### config.mk
export PLATFORM = sky130hd
export DESIGN_NAME = fpu_cmd_seq
export DESIGN_NICKNAME = d
export VERILOG_FILES = /design/src/rtl/fpu_seq_pkg.sv /design/src/rtl/fpu_cmd_fifo.sv /design/src/rtl/fpu_cmd_seq.sv
export SDC_FILE = /design/constraint.sdc
export NUM_CORES = 1
export LEC_CHECK = 0
export ABC_AREA = 1
export CAP_MARGIN = 15
export CORE_UTILIZATION = 50
export DETAILED_ROUTE_END_ITERATION = 12
export PLACE_DENSITY_LB_ADDON = 0.2
export REMOVE_ABC_BUFFERS = 1
export SETUP_SLACK_MARGIN = 0.5
export SLEW_MARGIN = 20
export SYNTH_ARGS = -nofsm -noshare
export SYNTH_HDL_FRONTEND = slang
export SYNTH_SLANG_ARGS = --single-unit
### constraint.sdc
create_clock -name clk -period 4.6 [get_ports clk]
set_input_delay 0.69 -clock clk [delete_from_list [all_inputs] [get_ports clk]]
set_output_delay 0.69 -clock clk [all_outputs]
set_load 0.005 [all_outputs]
### src/rtl/fpu_seq_pkg.sv
// Shared definitions for the FPU command sequencer: opcodes, command field
// layout, response flag positions and the sequencer FSM states.
package fpu_seq_pkg;

    localparam int unsigned CMD_W    = 53;
    localparam int unsigned OP_LSB   = 50;
    localparam int unsigned OP_W     = 3;
    localparam int unsigned RND_LSB  = 47;
    localparam int unsigned RND_W    = 3;
    localparam int unsigned A1_LSB   = 42;
    localparam int unsigned A2_LSB   = 37;
    localparam int unsigned A3_LSB   = 32;
    localparam int unsigned ADDR_W   = 5;
    localparam int unsigned DATA_LSB = 0;
    localparam int unsigned DATA_W   = 32;

    localparam logic [2:0] OP_ADD   = 3'd0;
    localparam logic [2:0] OP_MUL   = 3'd1;
    localparam logic [2:0] OP_DIV   = 3'd2;
    localparam logic [2:0] OP_SQRT  = 3'd3;
    localparam logic [2:0] OP_CMP   = 3'd4;
    localparam logic [2:0] OP_WRITE = 3'd7;

    // rsp_flags = {inv, inexact, div_zero, ov, un, less, eq, great}
    localparam int unsigned FLG_INV      = 7;
    localparam int unsigned FLG_INEXACT  = 6;
    localparam int unsigned FLG_DIV_ZERO = 5;
    localparam int unsigned FLG_OV       = 4;
    localparam int unsigned FLG_UN       = 3;
    localparam int unsigned FLG_LESS     = 2;
    localparam int unsigned FLG_EQ       = 1;
    localparam int unsigned FLG_GREAT    = 0;

    typedef enum logic [1:0] {
        S_IDLE,
        S_WRITE,
        S_LOAD,
        S_EXEC
    } state_t;

    function automatic logic op_is_arith(input logic [2:0] op);
        return op <= OP_CMP;
    endfunction

endpackage

### src/rtl/fpu_cmd_fifo.sv
// Synchronous command FIFO; wrap-around pointers carry one extra bit so
// full and empty are distinguishable when the indices match.
module fpu_cmd_fifo #(
    parameter int unsigned DEPTH = 4,
    parameter int unsigned WIDTH = 53
) (
    input  logic             clk,
    input  logic             rstp,
    input  logic             push,
    input  logic             pop,
    input  logic [WIDTH-1:0] wr_data,
    output logic [WIDTH-1:0] head,
    output logic             full,
    output logic             empty
);

    localparam int unsigned AW = $clog2(DEPTH);

    logic [WIDTH-1:0] mem [DEPTH];
    logic [AW:0]      wr_ptr;
    logic [AW:0]      rd_ptr;
    logic             do_push;
    logic             do_pop;

    assign empty   = (wr_ptr == rd_ptr);
    assign full    = (wr_ptr[AW] != rd_ptr[AW]) && (wr_ptr[AW-1:0] == rd_ptr[AW-1:0]);
    assign head    = mem[rd_ptr[AW-1:0]];
    // a push offered while full is refused even if a pop frees a slot this cycle
    assign do_push = push && !full;
    assign do_pop  = pop && !empty;

    always_ff @(posedge clk or negedge rstp) begin
        if (!rstp) begin
            wr_ptr <= '0;
            rd_ptr <= '0;
        end else begin
            if (do_push) wr_ptr <= wr_ptr + 1'b1;
            if (do_pop)  rd_ptr <= rd_ptr + 1'b1;
        end
    end

    always_ff @(posedge clk) begin
        if (do_push) mem[wr_ptr[AW-1:0]] <= wr_data;
    end

endmodule

### src/rtl/fpu_cmd_seq.sv
// FPU command sequencer: pops queued preload/arithmetic commands, drives the
// FPU control inputs, waits for done (with watchdog) and returns flags.
module fpu_cmd_seq
    import fpu_seq_pkg::*;
#(
    parameter int unsigned DEPTH        = 4,
    parameter int unsigned TIMEOUT      = 15,
    parameter logic [4:0]  SCRATCH_ADDR = 5'd31
) (
    input  logic             clk,
    input  logic             rstp,
    input  logic             cmd_valid,
    output logic             cmd_ready,
    input  logic [CMD_W-1:0] cmd_data,
    output logic             rsp_valid,
    input  logic             rsp_ready,
    output logic [7:0]       rsp_flags,
    output logic             rsp_timeout,
    output logic [7:0]       sticky_flags,
    input  logic             flag_clr,
    output logic             busy,
    output logic [31:0]      fpu_inp,
    output logic [4:0]       fpu_addr1,
    output logic [4:0]       fpu_addr2,
    output logic [4:0]       fpu_addr3,
    output logic [2:0]       fpu_opcode,
    output logic [2:0]       fpu_round,
    output logic             fpu_ld,
    output logic             fpu_enable,
    output logic             fpu_act,
    input  logic             fpu_done,
    input  logic             fpu_ov,
    input  logic             fpu_un,
    input  logic             fpu_less,
    input  logic             fpu_eq,
    input  logic             fpu_great,
    input  logic             fpu_inv,
    input  logic             fpu_inexact,
    input  logic             fpu_div_zero
);

    localparam int unsigned     WD_W    = $clog2(TIMEOUT + 1);
    localparam logic [WD_W-1:0] WD_LAST = WD_W'(TIMEOUT - 1);

    state_t           state;
    state_t           state_nxt;
    logic [CMD_W-1:0] cur;
    logic [CMD_W-1:0] fifo_head;
    logic             fifo_full;
    logic             fifo_empty;
    logic             pop;
    logic [WD_W-1:0]  wd;
    logic [WD_W-1:0]  wd_nxt;
    logic             capture;
    logic [7:0]       cap_flags;
    logic             cap_timeout;
    logic             slot_free;
    logic [2:0]       head_op;

    fpu_cmd_fifo #(
        .DEPTH (DEPTH),
        .WIDTH (CMD_W)
    ) u_fifo (
        .clk     (clk),
        .rstp    (rstp),
        .push    (cmd_valid),
        .pop     (pop),
        .wr_data (cmd_data),
        .head    (fifo_head),
        .full    (fifo_full),
        .empty   (fifo_empty)
    );

    assign cmd_ready = !fifo_full;
    assign busy      = (state != S_IDLE) || !fifo_empty;
    assign slot_free = !rsp_valid || rsp_ready;
    assign head_op   = fifo_head[OP_LSB +: OP_W];

    always_comb begin
        state_nxt   = state;
        wd_nxt      = wd;
        pop         = 1'b0;
        capture     = 1'b0;
        cap_flags   = '0;
        cap_timeout = 1'b0;
        fpu_inp     = '0;
        fpu_addr1   = SCRATCH_ADDR;
        fpu_addr2   = '0;
        fpu_addr3   = '0;
        fpu_opcode  = '0;
        fpu_round   = '0;
        fpu_ld      = 1'b0;
        fpu_enable  = 1'b0;
        fpu_act     = 1'b0;
        case (state)
            S_IDLE: begin
                // preloads never produce a response, so they bypass the slot check
                if (!fifo_empty) begin
                    if (head_op == OP_WRITE) begin
                        pop       = 1'b1;
                        state_nxt = S_WRITE;
                    end else if (slot_free) begin
                        pop = 1'b1;
                        if (op_is_arith(head_op)) begin
                            state_nxt = S_LOAD;
                        end else begin
                            capture            = 1'b1;
                            cap_flags[FLG_INV] = 1'b1;
                        end
                    end
                end
            end
            S_WRITE: begin
                fpu_addr1 = cur[A1_LSB +: ADDR_W];
                fpu_inp   = cur[DATA_LSB +: DATA_W];
                state_nxt = S_IDLE;
            end
            S_LOAD: begin
                fpu_enable = 1'b1;
                fpu_ld     = 1'b1;
                fpu_act    = 1'b1;
                fpu_addr1  = cur[A1_LSB +: ADDR_W];
                fpu_addr2  = cur[A2_LSB +: ADDR_W];
                fpu_addr3  = cur[A3_LSB +: ADDR_W];
                fpu_opcode = cur[OP_LSB +: OP_W];
                fpu_round  = cur[RND_LSB +: RND_W];
                wd_nxt     = '0;
                state_nxt  = S_EXEC;
            end
            S_EXEC: begin
                fpu_enable = 1'b1;
                fpu_act    = 1'b1;
                fpu_addr1  = cur[A1_LSB +: ADDR_W];
                fpu_addr2  = cur[A2_LSB +: ADDR_W];
                fpu_addr3  = cur[A3_LSB +: ADDR_W];
                fpu_opcode = cur[OP_LSB +: OP_W];
                fpu_round  = cur[RND_LSB +: RND_W];
                if (fpu_done) begin
                    capture   = 1'b1;
                    cap_flags = {fpu_inv, fpu_inexact, fpu_div_zero, fpu_ov,
                                 fpu_un, fpu_less, fpu_eq, fpu_great};
                    state_nxt = S_IDLE;
                end else if (wd == WD_LAST) begin
                    capture     = 1'b1;
                    cap_timeout = 1'b1;
                    state_nxt   = S_IDLE;
                end else begin
                    wd_nxt = wd + 1'b1;
                end
            end
            default: state_nxt = S_IDLE;
        endcase
    end

    always_ff @(posedge clk or negedge rstp) begin
        if (!rstp) begin
            state <= S_IDLE;
            cur   <= '0;
            wd    <= '0;
        end else begin
            state <= state_nxt;
            wd    <= wd_nxt;
            if (pop) cur <= fifo_head;
        end
    end

    always_ff @(posedge clk or negedge rstp) begin
        if (!rstp) begin
            rsp_valid    <= 1'b0;
            rsp_flags    <= '0;
            rsp_timeout  <= 1'b0;
            sticky_flags <= '0;
        end else begin
            if (capture) begin
                rsp_valid   <= 1'b1;
                rsp_flags   <= cap_flags;
                rsp_timeout <= cap_timeout;
            end else if (rsp_valid && rsp_ready) begin
                rsp_valid <= 1'b0;
            end
            // clear first, then OR, so flags captured alongside a clear survive
            sticky_flags <= (flag_clr ? 8'h00 : sticky_flags) | cap_flags;
        end
    end

endmodule
==> metrics.md, run 1 <==
| Metric | Value |
|---|---|
| Vias per cell | ~5.3 |
| Bufs and invs on worst path | 3 |
| Worst r2r dst | u_fifo.rd_ptr[0] |
| PostCTS Resize Cnt | 0 |
| Setup violators final | 0 |
| Mapped Area | about 0.012 mm^2 |
| Row cnt | 55 |
| Sequential area share after synthesis | 0.714 |
| CTS clock-pin slew for the worst setup and hold paths | 60 ps |
| Number of global-route vias before repair | ~7700 |
| Detailed Routing Iterations Pass 1 | 5 |
| Crit-path cells | buf_4 -> xnor2_1 -> nand3_1 -> nor2_1 -> inv_1 -> clkdlybuf4s50_1 |
| CTS tree | built |
| Via Count | 7871 |
| Worst Path Required | 3910 ps |
| Fin cells | between 1000 and 1500 |
| Synth Register Bits | 295 |
| Crit path max-delay family | buffers and inverters |
| Final WS setup | 848 ps |
| Ant. Diodes | 0 |
| Sw frac | 0.353 |
| Fill count | approximately 1800 |
| CP Class | register to output pin |
| Total leakage power | 5.83 nW |
| Drt first-iter violations | 521 |
| Peak supply drop | 517 uV |
| Total Routed Length | 25.2 mm |
| Comb pwr share | 0.351 |
| CP startpoint kind | register |
| Tightest Pin Transition | about 870 ps |
| Clock Tree Root | clkbuf_16 |
| Worst Setup SP | u_fifo.rd_ptr[0] |
| Yosys cell types | 27 |
| Max Transition Viols Final | 0 |
| Max-slew headroom | 0.419 |
| Core area | between 0.02 and 0.025 mm^2 |
| Post-CTS Setup Bufs | 0 |
| Setup Skew | 16.7 ps |
| Crit path depth | 6 |
| Gr ovfl total | 0 |
| Area of the die | about 0.024 mm^2 |
| Yosys warning total | 0 |
| Placed Cells incl. Taps | approximately 1400 |
| Worst-case hold slack | 205 ps |
| Layout area overhead | 22.2% |
| Status | completed |
| Most frequent cells in the layout | edfxtp_1 (212), nand2_1 (195), clkdlybuf4s50_1 (141) |
| Psw | between 3 and 4 mW |
| Max-cap check violation count | 0 |
| IO buf count | between 100 and 150 |
| Final min period | 3750 ps |
| Hold Vio Cnt, Final | 0 |
| Worst Setup EP | busy |
| Fin crit share | 0.816 |
| R2R cell count | 9 |
| Critical path peak fanout | 59 |
| Starting Density | 0.516 |
| DIE HEIGHT | approximately 160 um |
| Max Clk Rate | 267 MHz |
| Num CTS Buffers | 29 |
| Syn avg cell area | 11.5 um^2 |
| Design internal power | 6.34 mW |
| # nets final | between 1000 and 1500 |
| Clk buf depth | 3 |
| Number of synthesized flops with an enable pin | 212 |
| Initial antenna violation count | 0 |
| Hold Buf Count CTS | 0 |
| First-pass GRT wire length | about 40 mm |
| Pwr dens | 679 mW/mm^2 |
| Max incr delay on CP | roughly 820 ps |
| Synth async-reset ratio | 0.281 |
| CP arrival | 3060 ps |
| Clock Latency Late Sink | 540 ps |
| Worst r2r src | u_fifo.rd_ptr[0] |
| Clk pwr share | 0.236 |
| Die X-Extent | 156 um |
| Avg WL per Cell | 16.9 um |
| Worst slack, placed | 1160 ps |
| Final Wtd Congestion | 0.808 |
| Total global-route track usage | 0.213 |
| Worst R2R Setup Slack | 1090 ps |
| ANT nets after route | 0 |
| Hpwl dp | 14.5 mm |
| Critical-path top delay cell | dfrtp_4 |
| Layout cell share with drive strength beyond 1 | 0.0654 |
| Largest net degree at the start of global routing | 83 |
| Crit end category | output pin |
| Sequential share of power | 0.413 |
| CTS Sinks | 295 |
| Top Ports | 143 |
| Tightest Hold Check Type | input port to async pin |
| Syn Inst Count | between 1000 and 1500 |
| RSZ-0062 raised after global routing | false |
| Leading register cell type out of synthesis | edfxtp_1 |
| CTS H-tree depth | 1 |
| Most common cell after layout, fill and taps aside | edfxtp_1 |
| DRC errors left | 0 |
[registers in the layout, indices dropped and copies added (netlist names)]
register / count
u_fifo.mem: 212
cur: 53
rsp_flags: 8
sticky_flags: 8
wd: 4
u_fifo.rd_ptr: 3
u_fifo.wr_ptr: 3
state: 2
rsp_timeout: 1
rsp_valid: 1
[layer usage]
layer / routed length, um / share of wire / global-route usage
met5: 0 / 0 / 0
met4: 508 / 0.020 / 0.0574
met3: 1520 / 0.060 / 0.0267
met2: 12100 / 0.48 / 0.359
met1: 11100 / 0.44 / 0.294
[synth_stat cells (all sizes together) (11+ instances only)]
master,instances,area (um^2)
inv,76,288
clkbuf,33,124
nand3,65,330
nand2,198,756
dfrtp,83,2080
a21oi,11,55.1
ha,11,138
o22ai,50,313
buf,23,154
edfxtp,212,6370
o21ai,107,536
nor2,132,495
[power by group through the flow]
stage               combinational (mW)  clock (mW)  sequential [mW]
global placement                  3.39           0             4.08
finish                            3.44        2.32             4.05
CTS                               3.50        2.36             4.05
detailed placement                3.47           0             4.09
floorplan                         2.00           0             4.08
global route                      3.89        2.47             4.13
[cell families after synthesis]
family,share of synthesized area
XOR/XNOR,0.00667
buffers and inverters,0.0481
AND/OR/NAND/NOR,0.137
adder cells (fa/ha/maj),0.0116
AO/OA/AOI/OAI,0.0821
flip-flops,0.714
[stage by stage]
stage | TNS, ps | area, um^2 | util | total power [mW]
finish | 0 | 14500 | 0.631 | 9.81
global route | 0 | 14500 | 0.631 | 10.5
floorplan | -106350 | 11500 | - | 6.08
detailed placement | 0 | 13500 | 0.589 | 7.57
CTS | 0 | 14500 | 0.631 | 9.91
global placement | 0 | 13500 | 0.589 | 7.48
[worst reg2reg max path: cells and delay by family (launching register included)]
family,cells,cell delay [ps]
and+or+nand+nor,6,1600
DFF,1,820
buffers and inverters,2,780
xor gates and xnor gates,1,180
[final cells by class]
cell class	instances	area (um^2)	area share
clock inverter	17	176	0.0122
sequential	295	8450	0.584
inverter	77	292	0.0202
clock buffer	37	776	0.0537
multi-input combinational	598	2850	0.197
timing repair buffer	153	1530	0.106
tap	313	392	0.0271
[worst min-delay path by stage]
stage / start / to / slack [ps]
after floorplan: rstp / cur[0] / 390
after global placement: cur[43] / cur[43] / 450
after detailed placement: cur[43] / cur[43] / 450
after CTS: rstp / cur[48] / 220
after global routing: rstp / cur[48] / 260
final: rstp / cur[48] / 210
Note: power is estimated with default switching activity, not from simulation.
==> run 2, diff against run 1 <==
clock period = 3.4 ns   (was 4.6 ns; I/O delays follow)
==> run 2 against run 1 <==
Utilization increased by 0.93 points. Routed wire length grew 3.9%. Cell area grew 1.5%. Final cell count increased by 1.0%. Critical path depth unchanged. Die area unchanged. Flip-flop and latch count stayed put. Register-to-register slack lost 160 ps. Sequential power grew 33%. Combinational power rose by 44%.
==> metrics.md, run 2 (synthesis results as in run 1) <==
| Metric | Value |
|---|---|
| Status | completed |
| Max Transition Viols Final | 0 |
| CTS H-tree depth | 1 |
| Num CTS Buffers | 31 |
| Row cnt | 55 |
| CTS Sinks | 295 |
| Gr ovfl total | 0 |
| Flip-flop and latch area | 0.00845 mm^2 |
| Most frequent CP cell | inv_1 |
| Final Util | 0.640 |
| Peak supply drop | ~500 uV |
| Tightest Hold Check Type | input port to async pin |
| Starting Density | 0.516 |
| Design internal power | 8.79 mW |
| CTS tree | built |
| Clk buf depth | 3 |
| Avg WL per Cell | approximately 17 um |
| Fill count | 1798 |
| Max-cap check violation count | 0 |
| CP arrival | 2340 ps |
| ANT nets after route | 0 |
| Max incr delay on CP | 500 ps |
| Critical-path top delay cell | dfrtp_1 |
| Crit end category | output pin |
| Max-slew headroom | 0.365 |
| Layout area overhead | 24.1% |
| # nets final | 1245 |
| Detailed Routing Iterations Pass 1 | 5 |
| Top Ports | about 140 |
| Clk pwr share | 0.238 |
| Fin crit share | 0.838 |
| DIE HEIGHT | 156 um |
| CP Class | register to output pin |
| Worst Path Required | approximately 2900 ps |
| Layout cell share with drive strength beyond 1 | 0.0730 |
| First-pass GRT wire length | 40.4 mm |
| Psw | 4.79 mW |
| CP startpoint kind | register |
| RSZ-0062 raised after global routing | true |
| Via Count | about 8000 |
| Sequential share of power | 0.397 |
| IO buf count | ~140 |
| Pwr dens | roughly 900 mW/mm^2 |
| Total leakage power | 5.94 nW |
| Vias per cell | 5.30 |
| Clock Latency Late Sink | 550 ps |
| Worst R2R Setup Slack | just over 900 ps |
| Number of global-route vias before repair | 7625 |
| Crit-path cells | inv_1 -> ha_1 -> inv_1 -> nor2_1 -> inv_1 -> clkdlybuf4s50_1 |
| Critical path peak fanout | 9 |
| Clock Tree Root | clkbuf_16 |
| Initial antenna violation count | 1 |
| Comb pwr share | 0.364 |
| Total Routed Length | 26.2 mm |
| Total global-route track usage | 0.217 |
| Drt first-iter violations | 405 |
| Final min period | ~2900 ps |
| Final Wtd Congestion | 0.803 |
| Max Clk Rate | roughly 350 MHz |
| Area of the die | between 0.02 and 0.025 mm^2 |
| Core area | 0.0229 mm^2 |
| Most frequent cells in the layout | edfxtp_1 (212), nand2_1 (195), clkdlybuf4s50_1 (141) |
| Hpwl dp | 14.3 mm |
| DRC errors left | 0 |
| Hold Vio Cnt, Final | 0 |
| TNS Setup | 0 ps |
| Tightest Pin Transition | 952 ps |
| Setup violators final | 0 |
| Largest register FFs | approximately 210 |
| CTS clock-pin slew for the worst setup and hold paths | roughly 60 ps |
| Ant. Diodes | 0 |
| Die X-Extent | 156 um |
| Setup Skew | 21.4 ps |
| Most common cell after layout, fill and taps aside | edfxtp_1 |
| Sw frac | 0.353 |
| Largest net degree at the start of global routing | 94 |
| Area of the multi-input gates | 0.00286 mm^2 |
[run 2: layout make-up]
cell class | count | area share
Clock buffer | 51 | 0.0635
Clock inverter | 7 | 0.00426
Inverter | 77 | 0.0199
Multi-Input combinational cell | 598 | 0.195
Sequential cell | 295 | 0.576
Tap cell | 313 | 0.0267
Timing Repair Buffer | 164 | 0.115
[run 2: what timing repair did]
item / 4_1_cts / 5_1_grt
pin swaps: 0 / 1
gates resized for setup: 3 / 0
hold endpoints to repair: 0 / 28
setup endpoints to repair: 45 / 33
buffers inserted: 0 / 4
hold buffers: 0 / 1
[run 2: worst max-delay path, delay by kind of cell (launching register included)]
family / cells / cell delay [ps]
simple gates: 1 / 150
fa+ha+maj: 1 / 350
buf+inv: 4 / 800
flops: 1 / 500
[run 2: power groups by stage]
stage | sequential [mW] | combinational (mW) | clock (mW)
3_3_place_gp | 5.43 | 4.77 | 0
3_5_place_dp | 5.47 | 4.86 | 0
6_report | 5.40 | 4.95 | 3.23
4_1_cts | 5.40 | 4.90 | 3.30
5_1_grt | 5.49 | 5.51 | 3.44
2_1_floorplan | 5.52 | 2.70 | 0
[run 2: per-layer routing]
layer	share of wire	GRT usage	up-vias	wire [um]
met2	0.49	0.368	259	12800
met1	0.43	0.284	3884	11200
met5	0	0	-	0
li1	-	-	3793	-
met4	0.023	0.0668	0	595
met3	0.062	0.0381	44	1620
[run 2: worst paths after layout]
| path | from | end | cells after the start |
|---|---|---|---|
| worst max register to register | u_fifo.rd_ptr[0] | u_fifo.rd_ptr[2] | 10 |
| worst min-delay path | rstp | cur[41] | 2 |
| worst max-delay path | state[1] | busy | 6 |
| max in group asynchronous | rstp | sticky_flags[6] | 4 |
| worst min register to register | rsp_flags[6] | rsp_flags[6] | 2 |
| min in group clk | rsp_flags[6] | rsp_flags[6] | 2 |
[run 2: per-stage QoR]
stage | instance area, um^2 | instances | hold WS [ps] | setup slack [ps] | total power [mW]
2_1_floorplan | 11500 | 970 | 214 | -1740 | 8.22
3_3_place_gp | 13600 | 1441 | 453 | 773 | 10.2
3_5_place_dp | 13600 | 1441 | 458 | 686 | 10.3
4_1_cts | 14600 | 1499 | 155 | 506 | 13.6
5_1_grt | 14700 | 1505 | 498 | 401 | 14.4
6_report | 14700 | 1505 | 466 | 549 | 13.6
==> run 3, diff against run 2 <==
clock period = 2.7 ns   (was 3.4 ns; I/O delays follow)
==> run 3 against run 2 <==
Setup slack got worse by 210 ps. Routed wire length increased by 5.2%. Utilization rose by 3.4 points. Clock-buffer cell count is 11 lower. Sequential share of layout area shrank 2.9 points. Die area is the same. Cell area grew 5.2%. Hold slack worse by 9.1 ps. Critical path depth up 4. Final cell count rose by 2.8%. Total power increased by 34%. Register-to-register slack got worse by 310 ps. Critical path type unchanged. Critical endpoint is now fpu_inp[13].
==> metrics.md, run 3 (synthesis results as in run 1) <==
| Metric | Value |
|---|---|
| Most frequent cells in the layout | edfxtp_1 (212), nand2_1 (163), nor2_1 (126) |
| Max Clk Rate | 423 MHz |
| Crit end category | output pin |
| Avg WL per Cell | ~18 um |
| Placed inst area | 0.0137 mm^2 |
| Worst R2R Setup Slack | 620 ps |
| Largest register FFs | 212 |
| DRC errors left | 0 |
| IO buf count | 142 |
| R2R cell count | 5 |
| Num CTS Buffers | 29 |
| Largest net degree at the start of global routing | 90 |
| Peak supply drop | 651 uV |
| Total leakage power | 6.57 nW |
| Gr ovfl total | 0 |
| Layout cell share with drive strength beyond 1 | 0.194 |
| Detailed Routing Iterations Pass 1 | 7 |
| Setup Skew | 9.54 ps |
| # nets final | 1288 |
| First-pass GRT wire length | 43.0 mm |
| Setup violators final | 0 |
| Fin crit share | 0.875 |
| Core area | between 0.02 and 0.025 mm^2 |
| Clock Latency Late Sink | 550 ps |
| Crit-path cells | buf_6 -> inv_6 -> ha_4 -> buf_12 -> buf_16 -> buf_6 -> buf_6 -> nand2_4 -> inv_2 -> buf_6 |
| Busiest grt layer | met2 |
| GRT met1 Usage | 0.303 |
| Most common cell after layout, fill and taps aside | edfxtp_1 |
| Total Routed Length | between 20 and 30 mm |
| Status | completed |
| Critical path peak fanout | 4 |
| Die X-Extent | 156 um |
| CP startpoint kind | register |
| Bufs and invs on worst path | 8 |
| Final Wtd Congestion | 0.768 |
| Max-cap check violation count | 0 |
| CP arrival | 1960 ps |
| Clock Tree Root | clkbuf_16 |
| Row cnt | 55 |
| Crit path max-delay family | buffers and inverters |
| Via Count | 8281 |
| CP Class | register to output pin |
| CTS tree | built |
| Finished layout cell area | 0.0154 mm^2 |
| Vias per cell | between 5 and 6 |
| Most frequent CP cell | buf_6 |
| Number of global-route vias before repair | between 8000 and 9000 |
| Max incr delay on CP | 390 ps |
| Pwr dens | about 1200 mW/mm^2 |
| ANT nets after route | 0 |
| Crit path depth | 10 |
| Clk buf depth | 3 |
| Total global-route track usage | 0.230 |
| Hpwl dp | between 10 and 15 mm |
| Critical-path top delay cell | dfrtp_1 |
| GR Util met3 | 0.0281 |
| RSZ-0062 raised after global routing | true |
| GRT met2 Usage | 0.397 |
| CTS clock-pin slew for the worst setup and hold paths | 60 ps |
| CTS H-tree depth | 1 |
| Worst Path Required | between 2000 and 2500 ps |
| Top Ports | 143 |
| Starting Density | 0.516 |
| Initial antenna violation count | 1 |
| DIE HEIGHT | 156 um |
| Final min period | about 2400 ps |
| CTS Sinks | 295 |
| Hold Vio Cnt, Final | 0 |
| Drt first-iter violations | 556 |
| Max-slew headroom | 0.502 |
| Final Util | 0.674 |
| Max Transition Viols Final | 0 |
| Tightest Pin Transition | between 700 and 800 ps |
| Area of the die | about 0.024 mm^2 |
| Tightest Hold Check Type | input port to register |
| Layout area overhead | 30.6% |
| Hold path depth | 3 |
[run 3: cell types whose count changed in the layout (fill, tap and decap cells not counted), moves of 5 or more]
cell / delta
nand2_2: +14
or2_4: +5
buf_6: +32
buf_4: +12
clkdlybuf4s50_1: -56
nand2_4: +18
inv_2: +25
nand2_1: -32
inv_1: -27
buf_12: +11
clkbuf_1: -6
dlygate4sd2_1: +14
or2_2: -5
buf_2: +20
[run 3: metal layers]
layer,up-vias,part of all wire
li1,3878,-
met5,-,0
met1,4054,0.41
met2,296,0.50
met3,53,0.058
met4,0,0.032
[run 3: what timing repair did]
item                                    4_1_cts  5_1_grt
resized for setup                           212       96
setup buffers                                30        9
hold buffers                                  1        0
endpoints found under the setup margin      130      107
gates cloned                                  3        1
hold endpoints to repair                     47        0
pin swaps                                    13       18
[run 3: area by class of cell]
class,instances,area (um^2)
timing repair buffer,208,2160
antenna,1,2.50
clock inverter,14,174
clock buffer,40,817
fill,1671,7480
tap,313,392
inverter,77,299
sequential,295,8450
multi-input combinational,599,3140
[run 3: metrics by stage]
step / setup TNS (ps) / std cells / setup slack [ps] / total power, mW / hold WS, ps
floorplan: -604140 / 970 / -2440 / 10.4 / 109
global placement: 0 / 1448 / 244 / 13.0 / 453
detailed placement: 0 / 1448 / 193 / 13.1 / 454
CTS: 0 / 1536 / 353 / 17.8 / 449
global route: 0 / 1547 / 272 / 19.3 / 462
finish: 0 / 1547 / 337 / 18.2 / 457
[run 3: tightest hold or removal path: stages]
cell,delay [ps]
clkdlybuf4s50_1,420
nand3_1,90
nand2_1,50
[run 3: path summary, 6_finish.rpt]
kind,endpoint,startpoint
min,rsp_flags[1],fpu_eq
max,fpu_inp[13],state[1]
max in group asynchronous,cur[24],rstp
min in group asynchronous,cur[37],rstp
max reg2reg,u_fifo.mem[0][49],u_fifo.rd_ptr[0]
min reg2reg,rsp_flags[7],rsp_flags[7]
[run 3: where the power goes]
part           switching, mW  leakage [nW]  total, mW  internal, mW
Sequential             0.563          2.97       6.84          6.27
Clock                   1.66         0.488       4.15          2.49
Combinational           4.27          3.11       7.21          2.94
